--- config.mk ---
export PLATFORM = sky130hd
export DESIGN_NAME = pwm_multi_channel_flat
export DESIGN_NICKNAME = d
export VERILOG_FILES = /design/src/rtl/pwm_pkg.sv /design/src/rtl/pwm_multi_channel_if.sv /design/src/rtl/pwm_channel.sv /design/src/rtl/pwm_multi_channel.sv /design/src/flat_wrapper.sv
export SDC_FILE = /design/constraint.sdc
export NUM_CORES = 1
export LEC_CHECK = 0
export CAP_MARGIN = 20
export CORE_AREA = 8 8 152 154
export DETAILED_ROUTE_END_ITERATION = 12
export DIE_AREA = 0 0 160 162
export HOLD_SLACK_MARGIN = 0.05
export PLACE_DENSITY = 0.76
export SLEW_MARGIN = 10
export SYNTH_ARGS = -nofsm -noshare
export SYNTH_HDL_FRONTEND = slang
export SYNTH_SLANG_ARGS = --single-unit
--- constraint.sdc ---
create_clock -name clk -period 8.68 [get_ports clk]
set_clock_uncertainty 0.2 [all_clocks]
set_input_delay 1.736 -clock clk [delete_from_list [all_inputs] [get_ports clk]]
set_output_delay 1.736 -clock clk [all_outputs]
set_load 0.01 [all_outputs]
--- src/rtl/pwm_pkg.sv ---
// Shared types and default sizing for the multi-channel PWM generator.
package pwm_pkg;

  localparam int PWM_WIDTH      = 16;
  localparam int PWM_CHANNELS   = 4;
  localparam int PWM_PRESCALE_W = 8;

  typedef enum logic {PWM_EDGE, PWM_CENTER} pwm_mode_t;

  // Counter direction; edge-aligned mode only ever counts up.
  typedef enum logic {DIR_UP, DIR_DOWN} pwm_dir_t;

endpackage

--- src/rtl/pwm_multi_channel_if.sv ---
// Configuration bus into the PWM block: shadow values, update strobe and pending status.
interface pwm_multi_channel_if
  import pwm_pkg::*;
#(
  parameter int WIDTH    = PWM_WIDTH,
  parameter int CHANNELS = PWM_CHANNELS
);

  logic [WIDTH-1:0]          period;
  logic [CHANNELS*WIDTH-1:0] duty;
  logic [CHANNELS-1:0]       polarity;
  logic                      center_mode;
  logic                      update;
  logic                      update_pending;

  modport master (
    output period, duty, polarity, center_mode, update,
    input  update_pending
  );

  modport slave (
    input  period, duty, polarity, center_mode, update,
    output update_pending
  );

endinterface

--- src/rtl/pwm_channel.sv ---
// One PWM output: compare shared count against this channel's duty, apply polarity, register.
module pwm_channel #(
  parameter int WIDTH = 16
) (
  input  logic             clk,
  input  logic             rst_n,
  input  logic             enable,
  input  logic [WIDTH-1:0] count,
  input  logic [WIDTH-1:0] duty,
  input  logic             polarity,
  output logic             pwm_out
);

  // NOTE: sequential state uses non-blocking assignments so every flop samples pre-edge values.
  always_ff @(posedge clk or negedge rst_n) begin
    if (!rst_n) begin
      pwm_out <= 1'b0;
    end else if (!enable) begin
      pwm_out <= polarity;
    end else begin
      pwm_out <= (count < duty) ^ polarity;
    end
  end

endmodule

--- src/rtl/pwm_multi_channel.sv ---
// N-channel PWM with a shared prescaled counter, edge/center alignment and
// double-buffered period/duty/polarity/mode that switch over only at a period boundary.
module pwm_multi_channel
  import pwm_pkg::*;
#(
  parameter int WIDTH      = PWM_WIDTH,
  parameter int CHANNELS   = PWM_CHANNELS,
  parameter int PRESCALE_W = PWM_PRESCALE_W
) (
  input  logic                  clk,
  input  logic                  rst_n,
  input  logic                  enable,
  input  logic [PRESCALE_W-1:0] prescale,
  pwm_multi_channel_if.slave    cfg,
  output logic                  period_tick,
  output logic [CHANNELS-1:0]   pwm_out
);

  logic [PRESCALE_W-1:0]     pre_cnt;
  logic                      tick;
  logic                      boundary;

  logic [WIDTH-1:0]          count, count_nxt;
  pwm_dir_t                  dir, dir_nxt;

  logic [WIDTH-1:0]          sh_period, act_period;
  logic [CHANNELS*WIDTH-1:0] sh_duty, act_duty;
  logic [CHANNELS-1:0]       sh_pol, act_pol;
  pwm_mode_t                 sh_mode, act_mode;
  logic                      pending;

  // >= rather than == so a live prescale shrinking below pre_cnt cannot stall the counter.
  assign tick     = enable && (pre_cnt >= prescale);
  assign boundary = tick && (count_nxt == '0);

  always_ff @(posedge clk or negedge rst_n) begin
    if (!rst_n) begin
      pre_cnt <= '0;
    end else if (!enable || tick) begin
      pre_cnt <= '0;
    end else begin
      pre_cnt <= pre_cnt + 1'b1;
    end
  end

  // Next count/direction assuming a tick happens this cycle.
  always_comb begin
    // NOTE: defaults first so every path assigns every output; no latch can be inferred.
    count_nxt = count;
    dir_nxt   = dir;
    if (act_mode == PWM_EDGE) begin
      count_nxt = (count >= act_period) ? '0 : count + 1'b1;
      dir_nxt   = DIR_UP;
    end else begin
      case (dir)
        DIR_UP: begin
          if (count < act_period) begin
            count_nxt = count + 1'b1;
          end else if (act_period != '0) begin
            count_nxt = count - 1'b1;
            dir_nxt   = DIR_DOWN;
          end else begin
            count_nxt = '0;
          end
        end
        DIR_DOWN: count_nxt = count - 1'b1;
        default:  count_nxt = '0;
      endcase
      // Reaching zero always turns the counter back up (also covers P=1).
      if (count_nxt == '0) dir_nxt = DIR_UP;
    end
  end

  always_ff @(posedge clk or negedge rst_n) begin
    if (!rst_n) begin
      count <= '0;
      dir   <= DIR_UP;
    end else if (!enable) begin
      count <= '0;
      dir   <= DIR_UP;
    end else if (tick) begin
      count <= count_nxt;
      dir   <= dir_nxt;
    end
  end

  always_ff @(posedge clk or negedge rst_n) begin
    if (!rst_n) begin
      period_tick <= 1'b0;
    end else begin
      period_tick <= boundary;
    end
  end

  // Shadow captures on every strobe; active follows shadow while idle or at a pending boundary.
  always_ff @(posedge clk or negedge rst_n) begin
    if (!rst_n) begin
      sh_period  <= '0;
      sh_duty    <= '0;
      sh_pol     <= '0;
      sh_mode    <= PWM_EDGE;
      act_period <= '0;
      act_duty   <= '0;
      act_pol    <= '0;
      act_mode   <= PWM_EDGE;
      pending    <= 1'b0;
    end else begin
      if (cfg.update) begin
        sh_period <= cfg.period;
        sh_duty   <= cfg.duty;
        sh_pol    <= cfg.polarity;
        sh_mode   <= pwm_mode_t'(cfg.center_mode);
      end
      if (!enable || (boundary && pending)) begin
        act_period <= sh_period;
        act_duty   <= sh_duty;
        act_pol    <= sh_pol;
        act_mode   <= sh_mode;
      end
      if (!enable) begin
        pending <= 1'b0;
      end else if (cfg.update) begin
        pending <= 1'b1;
      end else if (boundary) begin
        pending <= 1'b0;
      end
    end
  end

  assign cfg.update_pending = pending;

  for (genvar i = 0; i < CHANNELS; i++) begin : g_ch
    pwm_channel #(.WIDTH(WIDTH)) u_ch (
      .clk      (clk),
      .rst_n    (rst_n),
      .enable   (enable),
      .count    (count),
      .duty     (act_duty[i*WIDTH +: WIDTH]),
      .polarity (act_pol[i]),
      .pwm_out  (pwm_out[i])
    );
  end

endmodule

--- src/flat_wrapper.sv ---
// flat-port wrapper written by rule: the top's interface ports become plain ports
module pwm_multi_channel_flat import pwm_pkg::*;
#(
  parameter int WIDTH      = PWM_WIDTH,
  parameter int CHANNELS   = PWM_CHANNELS,
  parameter int PRESCALE_W = PWM_PRESCALE_W
)
  (clk, rst_n, enable, prescale, period_tick, pwm_out, cfg_period, cfg_duty, cfg_polarity, cfg_center_mode, cfg_update, cfg_update_pending);
  pwm_multi_channel_if #(.WIDTH(WIDTH), .CHANNELS(CHANNELS)) cfg_i ();
  input  logic clk;
  input  logic rst_n;
  input  logic enable;
  input  logic [PRESCALE_W-1:0] prescale;
  output logic period_tick;
  output logic [CHANNELS-1:0] pwm_out;
  input wire logic [$bits(cfg_i.period)-1:0] cfg_period;
  input wire logic [$bits(cfg_i.duty)-1:0] cfg_duty;
  input wire logic [$bits(cfg_i.polarity)-1:0] cfg_polarity;
  input wire logic [$bits(cfg_i.center_mode)-1:0] cfg_center_mode;
  input wire logic [$bits(cfg_i.update)-1:0] cfg_update;
  output wire logic [$bits(cfg_i.update_pending)-1:0] cfg_update_pending;
  assign cfg_i.period = cfg_period;
  assign cfg_i.duty = cfg_duty;
  assign cfg_i.polarity = cfg_polarity;
  assign cfg_i.center_mode = cfg_center_mode;
  assign cfg_i.update = cfg_update;
  assign cfg_update_pending = cfg_i.update_pending;
  pwm_multi_channel #(.WIDTH(WIDTH), .CHANNELS(CHANNELS), .PRESCALE_W(PRESCALE_W)) u_core (.clk(clk), .rst_n(rst_n), .enable(enable), .prescale(prescale), .cfg(cfg_i), .period_tick(period_tick), .pwm_out(pwm_out));
endmodule
==> flow_summary.yaml <==
worst_setup_path:
  slowest_delay_ps: 780
  slowest_stage: "o41a_2"
  worst-path-buf-inv: 1
  crit_family: "compound AO/OA/AOI/OAI gates"
  critPathCaptureType: "flop"
  start_kind: "flop"
  crit_type: "reg -> reg"
  r2r_setup_slack_ps: 3070
  crit_fanout: 59
  worstPathArrival_ps: 5790
  cp.required_ps: 8860
  crit_chain: "ha_1 > nand4_1 > nor4_2 > a21o_1 > nor2_1 > o311ai_1 > or4b_1 > o41a_2 > buf_4 > mux2_4"
routing:
  ant_nets: 0
  finalWirelength_um: 25800
  remaining_drc_errors: 0
  drt_iter0_drc: 414
  vias_per_cell: 5.67
  dr.pass1.iters: 5
  wl_per_cell_um: 19.0
  vias: 7698
placed_design:
  gp_congestion: 0.936
  port_buffers: 102
  dp_slack_ps: 2650
  place_hpwl_um: 17800
  placedInstanceArea_sq_um: 12300
global_routing:
  met2_usage_pct: 32.8
  grt_max_degree: 121
  overflow: 0
  grt_pass1_vias: 8324
  grt-busiest-layer: "met2"
  grtUsageMet3_pct: 3.87
  antenna_found_initial: 0
  groute.usage.overall_pct: 20.0
  grt_pass1_wl_um: 42800
  grtUsageMet1_pct: 26.5
floorplan:
  die_area_sq_um: 25900
  die_w_um: 160
  core_sq_um: 20700
  die_y_um: 162
  start_util_pct: 53.8
  pin_count: 103
  rows: 53
timing:
  period_minus_slack_ps: 5610
  hold_viol: 0
  relSlewSlack_pct: 34.1
  rsz0062_at_grt: "false"
  drv_slew: 0
  fin_ws_ps: 3070
  setup_violations: 0
  final.period_utilization_pct: 64.6
  setup_tns_ps: 0
  fmax_ghz: 0.178
  worstMarginPinSlew_ps: 989
synthesis:
  ys_seq_area_share_pct: 45.2
  synth_cell_types: 60
  synthCells: 977
  yosys_warnings: 0
  syn_nets: 1161
  ys_top_cells_by_area: "dfrtp_1 45%, mux2_2 12%, ha_1 9.8%"
  synth_edf_count: 0
  synth_area_sq_um: 11100
  async_flop_share_pct: 100
  synth_top_cell_area_share_pct: 45.2
  synth_area_leader_cell: "dfrtp_1"
  avgSynthCellArea_sq_um: 11.4
  synth-seq-cells: 201
  synth_flop_cell: "dfrtp_1"
pwr:
  ir_drop_uv: 130
  cellPowerDensity_nw_per_um2: 181
  p_total_mw: 2.37
  cellLeakagePower_nw: 6.27
clock_network:
  h-tree-depth: 1
  clk_latency_ps: 510
  cts_tree: "yes"
  root_buffer: "clkbuf_16"
  cts.sinks: 201
  cts-hold-fix-buffers: 0
  cts_buffers: 22
  cts_resized: 0
  clock_path_buffers: 3
  clkSlewWorstSetupHoldPaths_ps: 60
  post-cts-setup-buffers: 0
min_path:
  hold_path.class: "reg -> reg"
cells_and_area:
  area_growth_pct: 17.3
  layout-drive-gt1-share_pct: 21.7
  fillerInstances: 1671
  antennaDiodeCount: 0
  finalNetCount: 1255
  final_cell_area_sq_um: 13100
run:
  maxCapViolCount: 0
outcome:
  status: "complete, no violations"
[final timing paths]
kind,startpoint,to,depth (start not counted)
worst max-delay path,u_core.count[3],u_core.act_duty[46],10
worst min-delay path,u_core.act_pol[2],u_core.g_ch[2].u_ch.pwm_out,1
worst max register to register,u_core.count[3],u_core.act_duty[46],10
worst min register to register,u_core.act_pol[2],u_core.g_ch[2].u_ch.pwm_out,1
max in group asynchronous,rst_n,u_core.act_duty[43],3
min in group asynchronous,rst_n,u_core.act_mode,1
[layout make-up]
| class | count | area, sq um | share of cell area (%) |
|---|---|---|---|
| inverter | 93 | 349 | 2.67 |
| multi-input combinational | 637 | 5510 | 42.2 |
| tap | 275 | 344 | 2.63 |
| clock buffer | 27 | 589 | 4.51 |
| sequential | 201 | 5030 | 38.5 |
| timing repair buffer | 116 | 1160 | 8.88 |
| clock inverter | 9 | 85.1 | 0.651 |
[synthesized netlist by cell type (3+ instances only)]
library cell	n
a2111oi_0	5
a211oi_1	16
a21o_1	26
a21oi_1	37
a31oi_1	4
and2_1	3
and3_1	10
buf_1	5
buf_2	8
buf_4	4
buf_6	7
clkbuf_1	22
dfrtp_1	201
ha_1	87
inv_1	93
mux2_2	121
mux2_4	50
nand2_1	45
nand2b_1	9
nand3_1	22
nand4_1	20
nor2_1	36
nor2b_1	7
nor3_1	15
nor4_1	8
o211ai_1	4
o21a_1	4
o21ai_0	25
o21bai_1	5
o22ai_1	6
o32ai_1	3
or2_2	6
or3_1	4
or4_1	8
xnor2_1	7
xor2_1	12
[per-layer routing]
layer | vias up | wire length [um]
met5 | - | 0
met4 | 0 | 646
met3 | 53 | 1450
met2 | 221 | 11900
met1 | 3770 | 11800
li1 | 3654 | -
[metrics by stage]
step | hold slack (ps) | utilization, % | std cells
final | 294 | 63.1 | 1358
after global routing | 310 | 63.1 | 1358
after global placement | 277 | 59.7 | 1320
after floorplan | 236 | - | 977
after CTS | 295 | 62.9 | 1356
after detailed placement | 277 | 59.7 | 1320
[registers in the layout (all words and copies together) (netlist names)]
register,flops
u_core.pre_cnt,8
u_core.sh_duty,64
u_core.act_duty,64
u_core.act_period,16
u_core.sh_period,16
u_core.act_mode,1
u_core.sh_pol,4
u_core.act_pol,4
u_core.g_ch.u_ch.pwm_out,4
u_core.cfg.update_pending,1
u_core.period_tick,1
u_core.dir,1
u_core.count,16
u_core.sh_mode,1
[cell families (layout without fill, tap and decap cells)]
kind of cell / Yosys count / count (layout) / synth area share (%)
flip-flops: 201 / 201 / 45.2
AO/OA/AOI/OAI: 154 / 154 / 9.27
buffers and inverters: 139 / 245 / 5.38
XOR/XNOR: 19 / 19 / 1.49
adder cells (fa/ha/maj): 87 / 87 / 9.78
multiplexers: 171 / 171 / 19.0
AND/OR/NAND/NOR: 206 / 206 / 9.93
[worst register-to-register path, delay by kind of cell, from the launching register on]
family / cells / cell delay [ps]
and+or+nand+nor: 4 / 1410
adders and majority gates: 1 / 530
buffers and inverters: 1 / 520
muxes: 1 / 510
AOI/OAI and AO/OA: 3 / 1560
DFF: 1 / 750
[placed cells by master (no fill, tap or decap), types with 5 or more instances in the layout]
cell	netlist	routed
nand2b_1	9	9
buf_4	4	13
mux2_4	50	50
clkdlybuf4s50_1	0	100
mux2_2	121	121
nor2b_1	7	7
and3_1	10	10
o22ai_1	6	6
a21oi_1	37	37
ha_1	87	87
o21bai_1	5	5
nor4_1	8	8
or4_1	8	8
inv_1	93	93
nand3_1	22	22
clkbuf_16	0	22
or2_2	6	6
nand2_1	45	45
nor3_1	15	15
dfrtp_1	201	201
nand4_1	20	20
xnor2_1	7	7
xor2_1	12	12
a211oi_1	16	16
a2111oi_0	5	5
clkinv_2	0	6
o21ai_0	25	25
nor2_1	36	36
a21o_1	26	26
[where the power goes]
group	total, mW	leakage, nW	internal (mW)	switching [mW]
clock network	0.876	0.338	0.510	0.365
registers	1.12	2.41	1.04	0.0749
logic	0.372	3.53	0.214	0.158
No activity file was read; power rests on OpenSTA's default activity.
